**src/rtl/ex_mem_pipe_reg.sv**
```systemverilog
// EX->MEM pipeline register with registered branch/jump redirect (PCSrc/PCTarget), 1-cycle latency.
// Stall holds every output; Flush (or an invalid EX slot) loads an all-zero bubble.
module ex_mem_pipe_reg #(
    parameter int DW = 32,
    parameter int RW = 5
) (
    input  logic          Clk,
    input  logic          Reset,
    input  logic          Stall,
    input  logic          Flush,
    input  logic          Valid_in,
    input  logic          RegWrite_in,
    input  logic          MemRead_in,
    input  logic          MemWrite_in,
    input  logic          MemToReg_in,
    input  logic          Branch_in,
    input  logic          BranchNE_in,
    input  logic          Jump_in,
    input  logic          Zero_in,
    input  logic [DW-1:0] ALUResult_in,
    input  logic [DW-1:0] StoreData_in,
    input  logic [DW-1:0] PC_Plus_Branch_in,
    input  logic [DW-1:0] PCPlusFour_in,
    input  logic [27:0]   j_sll_two_in,
    input  logic [RW-1:0] RegDest_in,
    output logic          Valid_out,
    output logic          RegWrite_out,
    output logic          MemRead_out,
    output logic          MemWrite_out,
    output logic          MemToReg_out,
    output logic [DW-1:0] ALUResult_out,
    output logic [DW-1:0] StoreData_out,
    output logic [RW-1:0] RegDest_out,
    output logic          PCSrc,
    output logic [DW-1:0] PCTarget
);

    typedef struct packed {
        logic          valid;
        logic          reg_write;
        logic          mem_read;
        logic          mem_write;
        logic          mem_to_reg;
        logic [DW-1:0] alu_result;
        logic [DW-1:0] store_data;
        logic [RW-1:0] reg_dest;
        logic          pc_src;
        logic [DW-1:0] pc_target;
    } stage_t;

    stage_t stage_q;
    stage_t load_d;
    logic   taken;

    assign taken = (Branch_in & Zero_in) | (BranchNE_in & ~Zero_in);

    // An invalid EX slot loads the same all-zero bubble as a flush.
    always_comb begin
        load_d = '0;
        if (Valid_in) begin
            load_d.valid      = 1'b1;
            load_d.reg_write  = RegWrite_in;
            load_d.mem_read   = MemRead_in;
            load_d.mem_write  = MemWrite_in;
            load_d.mem_to_reg = MemToReg_in;
            load_d.alu_result = ALUResult_in;
            load_d.store_data = StoreData_in;
            load_d.reg_dest   = RegDest_in;
            load_d.pc_src     = taken | Jump_in;
            load_d.pc_target  = Jump_in ? {PCPlusFour_in[DW-1:28], j_sll_two_in}
                                        : PC_Plus_Branch_in;
        end
    end

    always_ff @(posedge Clk) begin
        if (Reset) begin
            stage_q <= '0;
        end else if (Flush) begin
            stage_q <= '0;
        end else if (!Stall) begin
            stage_q <= load_d;
        end
    end

    assign Valid_out     = stage_q.valid;
    assign RegWrite_out  = stage_q.reg_write;
    assign MemRead_out   = stage_q.mem_read;
    assign MemWrite_out  = stage_q.mem_write;
    assign MemToReg_out  = stage_q.mem_to_reg;
    assign ALUResult_out = stage_q.alu_result;
    assign StoreData_out = stage_q.store_data;
    assign RegDest_out   = stage_q.reg_dest;
    assign PCSrc         = stage_q.pc_src;
    assign PCTarget      = stage_q.pc_target;

endmodule

```
**config.mk**
```make
export PLATFORM = sky130hd
export DESIGN_NAME = ex_mem_pipe_reg
export DESIGN_NICKNAME = d
export VERILOG_FILES = /design/src/rtl/ex_mem_pipe_reg.sv
export SDC_FILE = /design/constraint.sdc
export NUM_CORES = 1
export LEC_CHECK = 0
export CORE_AREA = 2 2 110 112
export DETAILED_ROUTE_END_ITERATION = 10
export DIE_AREA = 0 0 112 114
export PLACE_DENSITY_LB_ADDON = 0.05
export SYNTH_ARGS = -nofsm -noshare
export SYNTH_HDL_FRONTEND = slang
export SYNTH_SLANG_ARGS = --single-unit
export TNS_END_PERCENT = 1
```
**constraint.sdc**
```tcl
create_clock -name Clk -period 1.9 [get_ports Clk]
set_input_delay 0.285 -clock Clk [delete_from_list [all_inputs] [get_ports Clk]]
set_output_delay 0.285 -clock Clk [all_outputs]
set_load 0.03 [all_outputs]
```
# Yosys cells after proc, flatten, opt, wreduce, memory -nomap -nowiden
# Cells that the tools add are included.
[op_classes]
n_mux = 2
bitwise = 5
reduce_logical = 1
[op_table]
columns = ["cell", "count"]
rows = [
  ["2-to-1 mux 107 bit", 1],
  ["2-to-1 mux 32 bit", 1],
  ["bitwise AND 1 bit", 2],
  ["OR 1 bit", 2],
  ["OR reduction 2 bit", 1],
  ["NOT 1 bit", 1],
]
[word_totals]
reg_bits = 107
output_inout_bits = 107
wordCells = 18

# Depth between registers and ports, before layout
[logic_depth]
ltp_word = 5
ltp_mapped = 7
mapped_depth_nobuf = 3

# Worst setup path before layout
# Ideal clock, no wire load.
[synth_path]
path_type = "input port to flip-flop"
start = "in Jump_in"
end = "reg stage_q (netlist bit PCTarget[19])"
setup_ns = 0.134
t_arrival_ns = 1.035
setup_slack_ns = 0.732
stages = 5
path_cell_list = "buf_6 buf_6 mux2_1 a22oi_2 nor2_2"
[synth_between]
elab_chain_cells = 2
[synth_rtl]
columns = ["element", "line_no", "rtl"]
rows = [
  ["start: declaration", "18", "input logic Jump_in,"],
  ["2-to-1 mux 32 bit", "70", "load_d.pc_target = Jump_in ? {PCPlusFour_in[DW-1:28], j_sll_two_in}"],
  ["2-to-1 mux 107 bit", "60", "if (Valid_in) begin"],
  ["end signal: assignment", "81", "stage_q <= load_d;"],
  ["end: declaration", "51", "stage_t stage_q;"],
]
# Every way passes these cells.
# A chain may end at the register's enable or synchronous reset.

# Final worst setup path
[layout_path]
start = "reg stage_q (netlist bit PCTarget[3])"
end = "out PCTarget[3]"
[layout_lines]
columns = ["element", "line_no", "rtl"]
rows = [
  ["end: declaration", "35", "output logic [DW-1:0] PCTarget"],
]
# No word-level cell between the ends.

==> out/metrics.csv <==
stage,metric,value,unit
critical_path,Worst Setup Start Kind,flip-flop,
floorplanning,core area,11700,um2
drt,Initial DRC Count,154,
clock_tree,Hold Buf Count CTS,0,
yosys,Post-Syn Area,4200,um2
drt,drt pass-1 iters,4,
hold_path,min-delay worst type,input pin to flip-flop,
sta,max-slew violations,0,
yosys,post-synthesis cell count,397,
global_route,grt ovf,0,
clock_tree,post-CTS setup buffer count,0,
finish,synthesis-to-finish area growth,67.7,%
clock_tree,CTS tree,yes,
critical_path,Crit path max-delay family,buffers and inverters,
clock_tree,CTS Sinks,107,
critical_path,CP max FO,2,
yosys,Syn. warnings,0,
critical_path,CP Cell Sequence,clkdlybuf4s50_1,
clock_tree,Root Buffer Master,clkbuf_16,
finish,register area,2140,um2
power_and_ir_drop,Clk pwr share,35.4,%
global_route,first-pass GRT wire length,19.2,mm
power_and_ir_drop,NetSw,0.00118,W
power_and_ir_drop,Int Pwr,0.00369,W
global_route,total track usage,18.7,%
critical_path,FF-to-FF setup slack,1.20,ns
clock_tree,Max clock buf depth,2,
yosys,multiplexer share of the synthesized area,8.85,%
power_and_ir_drop,share of power burned in registers,47.5,%
sta,Setup Skew,0,ns
power_and_ir_drop,Switching Share,24.3,%
drt,drt total wl,12.4,mm
yosys,post-synthesis simple-gate area fraction,11.1,%
finish,post-layout util,60.1,%
clock_tree,post-CTS sizing,0,
power_and_ir_drop,power share of the combinational group,17.1,%
yosys,"flops & latches, synth",107,
global_route,grt met2 use,32.1,%
yosys,Mean Syn Cell Area,10.6,um2
floorplanning,die width,112,um
sta,setup TNS,0,ns
sta,f_max,600,MHz
drt,DRC errors left,0,
floorplanning,FP Rows,40,
finish,fillers,1004,
critical_path,Critical Path Max Stage Delay,0.70,ns
global_route,largest net degree at the start of global routing,62,
clock_tree,CTS buffer count,9,
yosys,sequential fraction of the synthesis area,51.0,%
floorplanning,I/O pins,281,
yosys,Cell variety after synth,18,
yosys,largest family of logic cells by synthesized area,compound AO/OA/AOI/OAI gates,
yosys,syn_nets,571,
drt,WL/cell,15.8,um
global_route,initial antenna violation count,0,
sta,Slew headroom,74.8,%
power_and_ir_drop,VDD IR max,0.377,mV
critical_path,crit path max-delay cell type,clkdlybuf4s50_1,
placement,# port buffers,252,
sta,worst slew pin tran,0.377,ns
sta,Final Cycle Share,87.8,%
yosys,Synth Area in XOR/XNOR,0,%
sta,hold violation total from the final report,0,
placement,GPL Wtd Cong,0.746,
floorplanning,die height,114,um
finish,n_diodes,0,
clock_tree,Clock Latency Late Sink,0.34,ns
finish,multi-input logic area,1790,um2
critical_path,"Req. time, crit path",1.62,ns
floorplanning,die area,12800,um2
power_and_ir_drop,Leak,2.44,nW
drt,Routed Antenna Nets,0,
finish,layout cells sized above 1,12.0,%
clock_tree,H-tree Lvls,3,
critical_path,critical path buffer and inverter count,1,
power_and_ir_drop,Cell Pwr Density,692,nW/um2
floorplanning,Initial Util,35.9,%
critical_path,CP Class,flip-flop to primary output,
critical_path,Critical Path End Type,primary output,
clock_tree,clk slew on worst S/H paths,0.07,ns
global_route,vias in the first global route,3811,
finish,nets,802,
drt,Vias,3830,
critical_path,worst path arrival time,1.38,ns
sta,RSZ-0062 raised after global routing,false,
global_route,Top Usage Layer GRT,met2,
sta,Final min period,1.67,ns
global_route,met3 Usage GRT,6.64,%
yosys,Synth Area in Compound Gates,22.6,%
global_route,met1 Track Usage GR,21.3,%
yosys,Post-Synth Adder-Cell Area,0,%
placement,post-DP HPWL,8.81,mm
job,max-cap viol count,0,
drt,drt via density,4.91,
status,status,"complete, no violations",
sta,Final setup viols,0,
[metrics by stage]
stage               cell area, um2  hold WS [ns]  total power, W  std cells  setup slack, ns
global placement              6770         0.456         0.00319        764            0.170
detailed placement            6770         0.458         0.00321        764            0.158
global route                  7040         0.405         0.00508        780            0.176
finish                        7040         0.376         0.00487        780            0.233
floorplan                     4200         0.429         0.00277        397            0.732
CTS                           7040         0.373         0.00493        780            0.211
[power groups by stage]
stage	logic (W)	clock network, W	registers (W)
finish	0.000835	0.00172	0.00231
global route	0.000893	0.00187	0.00232
CTS	0.000844	0.00178	0.00231
detailed placement	0.000840	0	0.00237
global placement	0.000831	0	0.00236
floorplan	0.000309	0	0.00246
[routing by layer]
layer	up-vias	wire, um
met5	-	0
met1	1778	4920
met2	160	5950
met3	20	1160
li1	1872	-
met4	0	321
[cells in the mapped netlist (all sizes together)]
cell type / instances / area share [%]
dfxtp: 107 / 51
nor2b: 1 / 0.33
nor2: 106 / 11
or2: 1 / 0.15
clkbuf: 10 / 0.89
mux2: 33 / 8.8
a21oi: 2 / 0.24
a22oi: 105 / 22
o21ai: 1 / 0.12
buf: 30 / 5.6
nand2: 1 / 0.089
[worst paths after layout]
kind                                   startpoint           endpoint  cells after the start
worst max register to register  StoreData_out[16]  StoreData_out[16]                      2
worst min-delay path                        Stall  ALUResult_out[16]                      3
worst max-delay path                  PCTarget[3]        PCTarget[3]                      1
worst min register to register              PCSrc              PCSrc                      2
[flip-flops by register name (all words and copies together) (netlist names)]
signal and cells:
MemToReg_out 1, MemRead_out 1, ALUResult_out 32, StoreData_out 32
PCSrc 1, RegWrite_out 1, MemWrite_out 1, Valid_out 1
PCTarget 32, RegDest_out 5
[placed cells by master, fill, tap and decap left out]
| master | instances |
|---|---|
| o21ai_1 | 1 |
| mux2_1 | 29 |
| clkbuf_16 | 9 |
| nor2b_4 | 1 |
| dfxtp_1 | 107 |
| nand2_1 | 1 |
| nor2_2 | 18 |
| clkdlybuf4s50_1 | 251 |
| mux2_2 | 4 |
| clkinvlp_4 | 1 |
| a22oi_2 | 29 |
| a22oi_1 | 76 |
| or2_4 | 1 |
| buf_4 | 3 |
| nor2_1 | 88 |
| clkbuf_8 | 1 |
| clkbuf_1 | 2 |
| buf_12 | 6 |
| clkinv_4 | 1 |
| a21oi_1 | 2 |
| clkinv_2 | 2 |
[layout make-up]
type                    instances  area share (%)
clock inverters                 4           0.373
flip-flops and latches        107            30.4
multi-input cells             250            25.4
well taps                     147            2.61
clock buffers                  12            3.50
repair buffers                260            37.7
[logic make-up (layout without fill, tap and decap cells)]
logic type,Yosys count,after routing
compound gates,108,108
buf+inv,40,276
flops,107,107
mux,33,33
simple gates,109,109
Power figures use the tool's default switching activity.
